### config.mk
export PLATFORM = sky130hd
export DESIGN_NAME = pwm_multichannel
export DESIGN_NICKNAME = d
export VERILOG_FILES = /design/src/rtl/pwm_pkg.sv /design/src/rtl/pwm_timebase.sv /design/src/rtl/pwm_multichannel.sv
export SDC_FILE = /design/constraint.sdc
export NUM_CORES = 1
export LEC_CHECK = 0
export CORE_ASPECT_RATIO = 1.75
export CORE_MARGIN = 3
export CORE_UTILIZATION = 55
export CTS_BUF_LIST = sky130_fd_sc_hd__clkbuf_4 sky130_fd_sc_hd__clkbuf_8
export DETAILED_ROUTE_END_ITERATION = 10
export PLACE_DENSITY = 0.74
export SLEW_MARGIN = 0
export SYNTH_ARGS = -nofsm -noshare
export SYNTH_HDL_FRONTEND = slang
export SYNTH_SLANG_ARGS = --single-unit
### constraint.sdc
create_clock -name clk -period 8.5 [get_ports clk]
set_clock_uncertainty 0.1 [all_clocks]
set_input_delay 1.275 -clock clk [delete_from_list [all_inputs] [get_ports clk]]
set_output_delay 1.275 -clock clk [all_outputs]
set_load 0.02 [all_outputs]
### src/rtl/pwm_pkg.sv
// Shared register addresses, counting-mode type and helpers for the multichannel PWM.
package pwm_pkg;

    localparam logic [6:0] PWM_ADDR_PRESC = 7'h7E;
    localparam logic [6:0] PWM_ADDR_MODE  = 7'h7F;

    typedef enum logic {
        EDGE   = 1'b0,
        CENTER = 1'b1
    } pwm_mode_e;

    // All-ones value for a counter/duty of res_bits width (valid up to 64 bits).
    function automatic logic [63:0] duty_full(input int unsigned res_bits);
        return (64'd1 << res_bits) - 64'd1;
    endfunction

endpackage

### src/rtl/pwm_timebase.sv
// Shared PWM timebase: prescaler, period counter (edge or up/down), wrap and period_start.
module pwm_timebase
    import pwm_pkg::*;
#(
    parameter int RES_BITS   = 8,
    parameter int PRESC_BITS = 8
) (
    input  logic                  clk,
    input  logic                  rst,
    input  logic [PRESC_BITS-1:0] presc,
    input  logic                  presc_wr,
    input  pwm_mode_e             mode_req,
    output logic [RES_BITS-1:0]   cnt,
    output logic                  wrap,
    output logic                  period_start
);

    localparam logic [RES_BITS-1:0] CNT_MAX = RES_BITS'(duty_full(RES_BITS));
    localparam logic [RES_BITS-1:0] CNT_ONE = RES_BITS'(1);

    logic [PRESC_BITS-1:0] presc_cnt_q, presc_cnt_d;
    logic [RES_BITS-1:0]   cnt_q, cnt_d;
    logic                  down_q, down_d;
    pwm_mode_e             mode_q, mode_d;
    logic                  period_start_q, period_start_d;
    logic                  tick;

    always_comb begin
        tick        = (presc_cnt_q == presc);
        presc_cnt_d = (presc_wr || tick) ? '0 : presc_cnt_q + 1'b1;
        cnt_d       = cnt_q;
        down_d      = down_q;
        if (tick) begin
            if (mode_q == CENTER && (down_q || cnt_q == CNT_MAX)) begin
                // Turn at the top without repeating it; turn back up once 0 is reached.
                cnt_d  = cnt_q - CNT_ONE;
                down_d = (cnt_d != '0);
            end else begin
                cnt_d = cnt_q + CNT_ONE;
            end
        end
        wrap           = tick && (cnt_d == '0);
        mode_d         = wrap ? mode_req : mode_q;
        period_start_d = wrap;
    end

    always_ff @(posedge clk) begin
        if (rst) begin
            presc_cnt_q    <= '0;
            cnt_q          <= '0;
            down_q         <= 1'b0;
            mode_q         <= EDGE;
            period_start_q <= 1'b0;
        end else begin
            presc_cnt_q    <= presc_cnt_d;
            cnt_q          <= cnt_d;
            down_q         <= down_d;
            mode_q         <= mode_d;
            period_start_q <= period_start_d;
        end
    end

    assign cnt          = cnt_q;
    assign period_start = period_start_q;

endmodule

### src/rtl/pwm_multichannel.sv
// Multichannel PWM: register file, double-buffered duties and per-channel compare.
// Optional PWM_CENTER_ALIGN_EN adds the mode register (0x7F) for up/down counting.
module pwm_multichannel
    import pwm_pkg::*;
#(
    parameter int NUM_CH     = 16,
    parameter int RES_BITS   = 8,
    parameter int PRESC_BITS = 8,
    parameter int ADDR_W     = 7
) (
    input  logic                clk,
    input  logic                rst,
    input  logic                wr_en,
    input  logic [ADDR_W-1:0]   wr_addr,
    input  logic [RES_BITS-1:0] wr_data,
    input  logic [NUM_CH-1:0]   en_out,
    input  logic [NUM_CH-1:0]   en_pwm,
    output logic [NUM_CH-1:0]   out,
    output logic                period_start
);

    localparam logic [RES_BITS-1:0] DUTY_FULL = RES_BITS'(duty_full(RES_BITS));

    logic [PRESC_BITS-1:0] presc_q, presc_d;
    logic                  presc_wr;
    logic [RES_BITS-1:0]   duty_shadow_q [NUM_CH];
    logic [RES_BITS-1:0]   duty_shadow_d [NUM_CH];
    logic [RES_BITS-1:0]   duty_active_q [NUM_CH];
    logic [RES_BITS-1:0]   duty_active_d [NUM_CH];
    logic [NUM_CH-1:0]     out_q, out_d, pwm;
    logic [RES_BITS-1:0]   cnt;
    logic                  wrap;
    pwm_mode_e             mode_req;

`ifdef PWM_CENTER_ALIGN_EN
    pwm_mode_e mode_q, mode_d;

    always_comb begin
        mode_d = mode_q;
        if (wr_en && wr_addr == ADDR_W'(PWM_ADDR_MODE)) begin
            mode_d = pwm_mode_e'(wr_data[0]);
        end
    end

    always_ff @(posedge clk) begin
        if (rst) begin
            mode_q <= EDGE;
        end else begin
            mode_q <= mode_d;
        end
    end

    assign mode_req = mode_q;
`else
    assign mode_req = EDGE;
`endif

    always_comb begin
        presc_wr = wr_en && (wr_addr == ADDR_W'(PWM_ADDR_PRESC));
        presc_d  = presc_wr ? PRESC_BITS'(wr_data) : presc_q;
        for (int i = 0; i < NUM_CH; i++) begin
            duty_shadow_d[i] = (wr_en && int'(wr_addr) == i) ? wr_data : duty_shadow_q[i];
            // Transfer the pre-edge shadow so a write on the wrap tick waits a full period.
            duty_active_d[i] = wrap ? duty_shadow_q[i] : duty_active_q[i];
        end
    end

    for (genvar g = 0; g < NUM_CH; g++) begin : g_ch
        assign pwm[g]   = (duty_active_q[g] == DUTY_FULL) ? 1'b1 : (cnt < duty_active_q[g]);
        assign out_d[g] = en_out[g] & (~en_pwm[g] | pwm[g]);
    end

    always_ff @(posedge clk) begin
        if (rst) begin
            presc_q <= '0;
            out_q   <= '0;
            for (int i = 0; i < NUM_CH; i++) begin
                duty_shadow_q[i] <= '0;
                duty_active_q[i] <= '0;
            end
        end else begin
            presc_q <= presc_d;
            out_q   <= out_d;
            for (int i = 0; i < NUM_CH; i++) begin
                duty_shadow_q[i] <= duty_shadow_d[i];
                duty_active_q[i] <= duty_active_d[i];
            end
        end
    end

    pwm_timebase #(
        .RES_BITS   (RES_BITS),
        .PRESC_BITS (PRESC_BITS)
    ) u_timebase (
        .clk          (clk),
        .rst          (rst),
        .presc        (presc_q),
        .presc_wr     (presc_wr),
        .mode_req     (mode_req),
        .cnt          (cnt),
        .wrap         (wrap),
        .period_start (period_start)
    );

    assign out = out_q;

endmodule

**After elaboration in Yosys (flattened, before gate mapping)**

Memory sizes are Yosys's and may differ from the RTL's.
Index checks and enable logic that the tools add are counted.
Widths: inputs -> output; s select.

- Register bits after elaboration: 41
- Latch bits: 0
- RAM bits: 256
- ROM bits: 0
- Input bits: 50
- Output and inout port bits: 17
- Logic and storage cells: 244
- Memories kept: 2

Memories:

| memory | words | bits a word | read ports | clocked after Yosys merged registers in | wr ports | line | text |
|---|---|---|---|---|---|---|---|
| duty_active_q | 16 | 8 | 16 | 0 | 16 | pwm_multichannel.sv:28 | `logic [RES_BITS-1:0] duty_active_q [NUM_CH];` |
| duty_shadow_q | 16 | 8 | 16 | 0 | 16 | pwm_multichannel.sv:26 | `logic [RES_BITS-1:0] duty_shadow_q [NUM_CH];` |

- $add $sub $neg: 2
- Multipliers: 0
- Div/mod/pow operators: 0
- $lt $le $gt $ge: 16
- Equal/unequal tests: 33
- Shift-type cells: 0
- Mux-type cells: 84
- Bitwise gates (word level): 80
- Reductions and logical operators: 22

Operator list:

| operator | number |
|---|---|
| $mux 8 | 65 |
| $eq 8x8->1 const B | 16 |
| $lt 8x8->1 | 16 |
| $eq 7x5->1 const B | 8 |
| $or 1x1->1 | 48 |
| $eq 7x4->1 const B | 4 |
| $mux 1 | 19 |
| $logic_and 1x1->1 | 18 |
| $add 8x1->8 const B | 2 |
| $and 1x1->1 | 16 |
| $not 1->1 | 16 |
| $eq 7x3->1 const B | 2 |
| $eq 8x8->1 | 1 |
| $logic_not 8->1 | 1 |
| $eq 7x2->1 const B | 1 |
| $eq 7x7->1 const B | 1 |
| $logic_not 7->1 | 1 |
| $reduce_or 2->1 | 1 |
| $logic_or 1x1->1 | 1 |

**Depth between registers and ports, before layout**

Gate-level depths: netlist of run 1.

- Word-level depth: 6
- Mapped depth: 10

**Hierarchy**

From an unflattened synthesis of run 1, not the netlist that was laid out.

- Cell total of the unflattened synthesis: 1542
- Area total of the unflattened synthesis: 14234.9 um^2

By module, submodules not included:

| module | times used | cells each | area each (um^2) | sequential area each (um^2) |
|---|---|---|---|---|
| pwm_multichannel | 1 | 1392 | 13010.0 | 5605.4 |
| pwm_timebase | 1 | 150 | 1224.9 | 380.4 |

**Worst setup path after synthesis of run 1**

No wires, ideal clock.

- Path kind: input-to-reg
- Start: in wr_addr[5]
- End: mem duty_shadow_q[4][0], in the netlist duty_shadow_q[0][32]
- Arrival time: 3.043 ns
- Path slack: 5.229 ns
- Stages: 7
- Path buffers: 2
- Path through: or4b_1 -> clkbuf_1 -> or3_1 -> clkbuf_1 -> nor2_2 -> mux2i_1 -> nor2_1

RTL lines:

| what | line | text |
|---|---|---|
| start, declared | pwm_multichannel.sv:14 | `input logic [ADDR_W-1:0] wr_addr,` |
| end, declared | pwm_multichannel.sv:26 |  |

==> summary.txt, run 1 <==
Run status
  • Run status: completed

Place
  • DP Area: 15,100 um^2
  • Final HPWL DP: 20,600 um
  • PortBufs: 66
  • Routability Congestion: 0.793
  • Inst Count DP: 1,784

Setup path
  • Most used cell, CP: nand2_1
  • Critical-path cell list: ha_1, nand2_1, or4_1, a2111oi_4, o2111a_4, buf_4, nand3b_1, nand2_1
  • Crit path largest cell delay: 930 ps
  • Critical Path Sink Type: register
  • Critical-path top delay cell: dfxtp_1
  • Crit path max-delay family: compound AO/OA/AOI/OAI gates
  • CP Max Fanout: 67
  • Crit start category: register
  • Critical Path AT: 4750 ps
  • WP data required: 8920 ps
  • Crit Path Class: reg -> reg
  • WP buf/inv: 1

Logic synthesis
  • Synth top area share: 41.4%
  • Mapped Nets: 1,648
  • Avg Inst Size Synth: 9.68 um^2
  • Dominant cell type by area after synthesis: dfxtp_1
  • Post-Syn Instances: 1,484
  • EDFF count, synth: 0
  • Yosys warnings: 0
  • Netlist cell types: 42
  • FF+latch count, synth: 297
  • Post-synthesis sequential area ratio: 41.4%
  • Dominant cells by area after synthesis: dfxtp_1 (41%), ha_1 (9.9%), mux2i_1 (9.5%), or3b_1 (6.3%), o31ai_1 (5.9%)
  • Async S/R FF share, synth: 0%
  • Syn Std Cell Area: 14,400 um^2
  • Top FF cell, synth: dfxtp_1

Finish
  • Layout area overhead: 12.1%
  • Net count, final: 1,678
  • Post-Layout Cell Count: 1,862
  • Commonest non-fill, non-tap cells in the layout: dfxtp_1 (297), nor2_1 (157), mux2i_1 (136), inv_1 (114), ha_1 (114)
  • Most common cell after layout, fill and taps aside: dfxtp_1
  • Fillcell total: 2,124
  • Share of cells above drive strength 1: 7.50%
  • Fin util: 63.1%
  • Design Area, Final: 16,100 um^2
  • ANT cells: 0

Detailed routing
  • Number of vias per cell: 5.82
  • Post-Route WL: 34,300 um
  • Antenna Nets Post-Route: 0
  • Drt pass-1 iters: 5
  • Via count: 10,800
  • Wirelength per Cell: 18.4 um
  • 1st-iter DRT viols: 625
  • Drt drc: 0

Clocking
  • CTS Hold Buffers Added: 0
  • # clock sinks: 297
  • CTS buffer count: 44
  • CTS Root Cell: clkbuf_8
  • H-tree level count: 2
  • CTS tree: done
  • CTS max path bufs: 3
  • Post-CTS Setup Bufs: 0
  • Worst-Skew Late Latency: 570 ps
  • Resized cells post-CTS: 0
  • Clock transition at path regs: 70 ps

STA
  • Achievable Freq: 0.231 GHz
  • RSZ-0062 raised after global routing: false
  • Pins Over Slew Limit: 0
  • Final setup viols: 0
  • Clock period minus worst slack: 4340 ps
  • Final hold violation count: 0
  • Total negative slack: 0 ps
  • Worst slew pin tran: 1160 ps
  • Hold_ws: 370 ps
  • Max-slew headroom: 22.5%
  • Fin crit share: 51.0%

Power and ir drop
  • P_leak: 0.00605 uW
  • VDD IR max: 0.000197 V
  • Pwr dens: 186 nW/um^2

Die
  • Row cnt: 77
  • Overall die area: 28,200 um^2
  • I/O pins: 67
  • Core ar.: 25,500 um^2
  • Initial Utilization: 56.3%
  • Die height: 220 um
  • Die width: 128 um

Flow run
  • Max-Cap Viols: 0

GRT
  • Gr ovfl total: 0
  • Antenna violations before repair: 0
  • Vias in the first global route: 10,900
  • Largest net degree at the start of global routing: 238
  • Tot GR Track Use: 24.2%
  • First-pass GRT wire length: 54,600 um

Worst hold path
  • Min-delay worst type: reg -> reg
==> state kept, by name, indices dropped and copies added, names as in the netlist <==
signal                   count
presc_q                      8
out                         16
duty_shadow_q              128
u_timebase.period_start      1
u_timebase.cnt               8
u_timebase.presc_cnt_q       8
duty_active_q              128
==> power breakdown <==
part	switching, uW	internal [uW]
clock	551	731
combinational	196	107
sequential	9.79	1400
==> area by class of cell <==
class | instances | area [um^2] | share of cell area (%)
timing repair buffer | 84 | 813 | 5.05
clock inverter | 6 | 62.6 | 0.388
multi-input combinational | 973 | 7530 | 46.7
tap | 316 | 395 | 2.45
sequential | 297 | 5950 | 36.9
inverter | 114 | 428 | 2.66
clock buffer | 72 | 941 | 5.84
==> layer usage <==
layer,part of all wire (%),wire length [um],vias to the layer above,global-route usage (%)
met5,0,0,-,0
met4,4.5,1540,0,11.5
met3,3.6,1240,108,3.74
met2,52,17700,195,44.2
met1,40,13800,5174,26.9
li1,-,-,5358,-
==> metrics by stage <==
| stage | power [uW] | setup WS [ps] |
|---|---|---|
| after global routing | 3110 | 3890 |
| final | 3000 | 4160 |
| after CTS | 3030 | 4160 |
| after floorplan | 1650 | 5230 |
| after global placement | 1740 | 4260 |
| after detailed placement | 1750 | 4180 |
==> cell usage after synthesis (3+ instances only) <==
cell       number
inv_1         114
or3b_1        103
nand3b_1       32
o31ai_1       113
o2111ai_1      16
buf_6          12
nand2_1        44
a21oi_1        18
a211oi_1       17
or4_1           3
nor2_1        157
or3b_2          9
nor2_2          4
buf_2          15
a31oi_1        16
xor2_1          9
nand3_1         6
nand4_1        35
mux2i_1       136
and3_1          8
nor3_1          4
nand2b_1       19
nor2b_1        37
a22o_1         16
dfxtp_1       297
a21o_1         16
ha_1          114
xnor2_1        12
clkbuf_1       71
o221ai_1       16
==> path summary, 6_finish.rpt <==
kind,slack [ps],startpoint,to,cells past startpoint
setup / recovery,4160,u_timebase.cnt[0]$_SDFF_PP0_,duty_active_q[0][24]$_SDFFE_PP0P_,8
hold / removal,370,duty_shadow_q[1][8]$_SDFFE_PP0P_,duty_active_q[1][8]$_SDFFE_PP0P_,2
setup reg to reg,4160,u_timebase.cnt[0]$_SDFF_PP0_,duty_active_q[0][24]$_SDFFE_PP0P_,8
hold reg to reg,370,duty_shadow_q[1][8]$_SDFFE_PP0P_,duty_active_q[1][8]$_SDFFE_PP0P_,2
==> kinds of logic (layout without fill, tap and decap cells) <==
group / count (synthesis) / count (layout) / synth area share (%)
compound gates: 234 / 234 / 12.4
xor+xnor: 21 / 21 / 1.28
fa+ha+maj: 114 / 114 / 9.93
buf+inv: 214 / 276 / 6.37
flops: 297 / 297 / 41.4
mux: 136 / 136 / 9.47
simple gates: 468 / 468 / 19.2
==> worst min-delay path: cells and delay by family, from the launching register on <==
kind	cells	cell delay [ps]
simple gates	2	120
flops	1	310
Power figures use the tool's default switching activity.
==> run 2: changes to the inputs <==
PLACE_DENSITY = 0.77   (was 0.74)
clock period = 3.9 ns   (was 8.5 ns; I/O delays follow)
==> run 2 against run 1 <==
Clock power is 110% higher. Sequential power grew 120%. First-iteration DRC count up 2.9%. Via count rose by 2.3%. Register-to-register slack lost 3300 ps. Critical path depth is 1 lower. Non-clock buffer count rose by 22.
==> summary.txt, run 2 (synthesized netlist as in run 1, its figures left out) <==
STA
  • Pins Over Slew Limit: 0 (unchanged)
  • Total negative slack: 0 ps (unchanged)
  • RSZ-0062 raised after global routing: false
  • Setup ws final: 906 ps (-3260 ps)
  • Final hold violation count: 0 (unchanged)
  • Max-slew headroom: 15.4% (-7.0 points)
  • Achievable Freq: 0.334 GHz (+45%)
  • Worst slew pin tran: 1260 ps (+105 ps)
  • Final setup viols: 0 (unchanged)
  • Clock period minus worst slack: 2990 ps (-1340 ps)
  • Fin crit share: 76.8% (+26 points)

Clocking
  • CTS Root Cell: clkbuf_8
  • CTS max path bufs: 3 (unchanged)
  • Resized cells post-CTS: 0 (unchanged)
  • Post-CTS Setup Bufs: 0 (unchanged)
  • Worst-Skew Late Latency: 560 ps (about the same)
  • CTS Hold Buffers Added: 0 (unchanged)
  • CTS tree: done
  • H-tree level count: 2 (unchanged)
  • # clock sinks: 297 (unchanged)
  • CTS buffer count: 42 (-4.5%)
  • Clock transition at path regs: 70 ps (about the same)

Setup path
  • Critical Path AT: 3380 ps (-1370 ps)
  • Crit start category: register
  • Worst R2R End: duty_active_q[1][32]$_SDFFE_PP0P_
  • Crit path max-delay family: compound AO/OA/AOI/OAI gates
  • Crit path largest cell delay: 690 ps (-240 ps)
  • R2R cell count: 7 (-1)
  • Levels on crit path: 7 (-1)
  • Reg2reg start: u_timebase.presc_cnt_q[2]$_SDFF_PP0_
  • Critical-path cell list: xor2_1, or4_1, a2111oi_4, o2111a_4, buf_12, nand3b_1, nand2_1
  • WP data required: 4290 ps (-4630 ps)
  • WP buf/inv: 1 (unchanged)
  • Critical-path top delay cell: or4_1
  • CP Max Fanout: 65 (-3.0%)
  • Critical Path Sink Type: register
  • Reg2Reg Setup Slack: 910 ps (-3260 ps)
  • Worst setup path startpoint: u_timebase.presc_cnt_q[2]$_SDFF_PP0_
  • Crit Path Class: reg -> reg

Run status
  • Run status: completed

GRT
  • Antenna violations before repair: 0 (unchanged)
  • Vias in the first global route: 11,300 (+3.9%)
  • Gr ovfl total: 0 (unchanged)
  • Largest net degree at the start of global routing: 117 (-51%)
  • Tot GR Track Use: 24.9% (+0.77 points)
  • First-pass GRT wire length: 56,400 um (+3.3%)

Place
  • Final HPWL DP: 21,900 um (+6.4%)
  • PortBufs: 66 (unchanged)
  • Routability Congestion: 0.819 (+3.3%)
  • Post-Place Setup Slack: 687 ps (-3490 ps)
  • DP Area: 15,300 um^2 (+1.4%)
  • Inst Count DP: 1,806 (+1.2%)

Finish
  • Fin util: 63.7% (+0.62 points)
  • ANT cells: 0 (unchanged)
  • Net count, final: 1,698 (+1.2%)
  • Fillcell total: 2,071 (-2.5%)
  • Most common cell after layout, fill and taps aside: dfxtp_1
  • Commonest non-fill, non-tap cells in the layout: dfxtp_1 (297), nor2_1 (157), mux2i_1 (136), inv_1 (114), ha_1 (114)
  • Post-Layout Cell Count: 1,882 (+1.1%)
  • Design Area, Final: 16,300 um^2 (+0.98%)
  • Layout area overhead: 13.2%
  • Share of cells above drive strength 1: 8.68% (+1.2 points)

Power and ir drop
  • Int Pwr: 4830 uW (+120%)
  • Clock Power Share: 41.7% (-1.1 points)
  • Switch Pwr: 1630 uW (+120%)
  • Pwr dens: 397 nW/um^2 (+110%)
  • Comb pwr share: 10.8% (+0.7 points)
  • Switch share: 25.3% (about the same)
  • VDD IR max: 0.000302 V (+53%)
  • P_leak: 0.00615 uW (+1.7%)
  • Sequential share of power: 47.5% (+0.4 points)

Flow run
  • Max-Cap Viols: 0 (unchanged)

Die
  • Overall die area: 28,200 um^2 (unchanged)
  • Core ar.: 25,500 um^2 (unchanged)
  • Initial Utilization: 56.3% (unchanged)
  • I/O pins: 67 (unchanged)
  • Die height: 220 um (unchanged)
  • Die width: 128 um (unchanged)
  • Row cnt: 77 (unchanged)

Detailed routing
  • Via count: 11,100 (+2.3%)
  • Wirelength per Cell: 18.6 um (+0.85%)
  • Antenna Nets Post-Route: 0 (unchanged)
  • 1st-iter DRT viols: 643 (+2.9%)
  • Drt drc: 0 (unchanged)
  • Number of vias per cell: 5.89 (+1.2%)
  • Drt pass-1 iters: 5 (unchanged)
  • Post-Route WL: 34,900 um (+1.9%)

Worst hold path
  • Hold_sp: duty_shadow_q[1][48]$_SDFFE_PP0P_
  • Worst Hold Depth: 2 (unchanged)
  • Min-Delay Endpoint: duty_active_q[1][48]$_SDFFE_PP0P_
  • Min-delay worst type: reg -> reg
==> run 2: cell types whose count changed in the layout (fill, tap and decap cells not counted) <==
cell	change
clkbuf_8	-8
buf_12	+4
clkinv_2	+5
bufinv_16	+1
clkbuf_4	+2
buf_4	+18
inv_6	-2
==> run 2: worst max path at each step <==
| stage | endpoint | slack, ps |
|---|---|---|
| after floorplan | duty_active_q[0][53]$_SDFFE_PP0P_ | 970 |
| final | duty_active_q[1][32]$_SDFFE_PP0P_ | 910 |
| after detailed placement | duty_shadow_q[1][4]$_SDFFE_PP0P_ | 690 |
| after global routing | duty_active_q[1][16]$_SDFFE_PP0P_ | 750 |
| after global placement | duty_shadow_q[1][1]$_SDFFE_PP0P_ | 740 |
| after CTS | duty_active_q[1][32]$_SDFFE_PP0P_ | 930 |
==> run 2: worst min-delay path: cells and delay by family (launching register included) <==
family        cells  cell delay (ps)
flops             1              310
simple gates      2              120
==> run 2: cell type report <==
cell class / count / area [um^2] / share of cell area, %
clock buffer: 66 / 846 / 5.20
clock inverter: 10 / 100 / 0.615
inverter: 114 / 428 / 2.63
multi-input combinational: 973 / 7530 / 46.3
sequential: 297 / 5950 / 36.5
tap: 316 / 395 / 2.43
timing repair buffer: 106 / 1030 / 6.32
==> run 2: through the flow <==
| step | total power [uW] | hold WS, ps |
|---|---|---|
| 2_1_floorplan | 3600 | 349 |
| 3_3_place_gp | 3820 | 357 |
| 3_5_place_dp | 3830 | 363 |
| 4_1_cts | 6520 | 365 |
| 5_1_grt | 6710 | 393 |
| 6_report | 6460 | 362 |
==> run 2: power groups by stage <==
stage	registers (uW)	clock network, uW	logic, uW
after floorplan	3170	0	432
after global placement	3140	0	686
after detailed placement	3140	0	695
after CTS	3070	2750	699
after global routing	3070	2880	760
final	3070	2690	699
==> run 2: routing by layer <==
layer | GRT usage, % | vias to the layer above | share of wire, %
li1 | - | 5398 | -
met1 | 28.5 | 5359 | 40
met2 | 44.3 | 236 | 51
met3 | 3.81 | 87 | 4.1
met4 | 12.9 | 0 | 4.5
met5 | 0 | - | 0
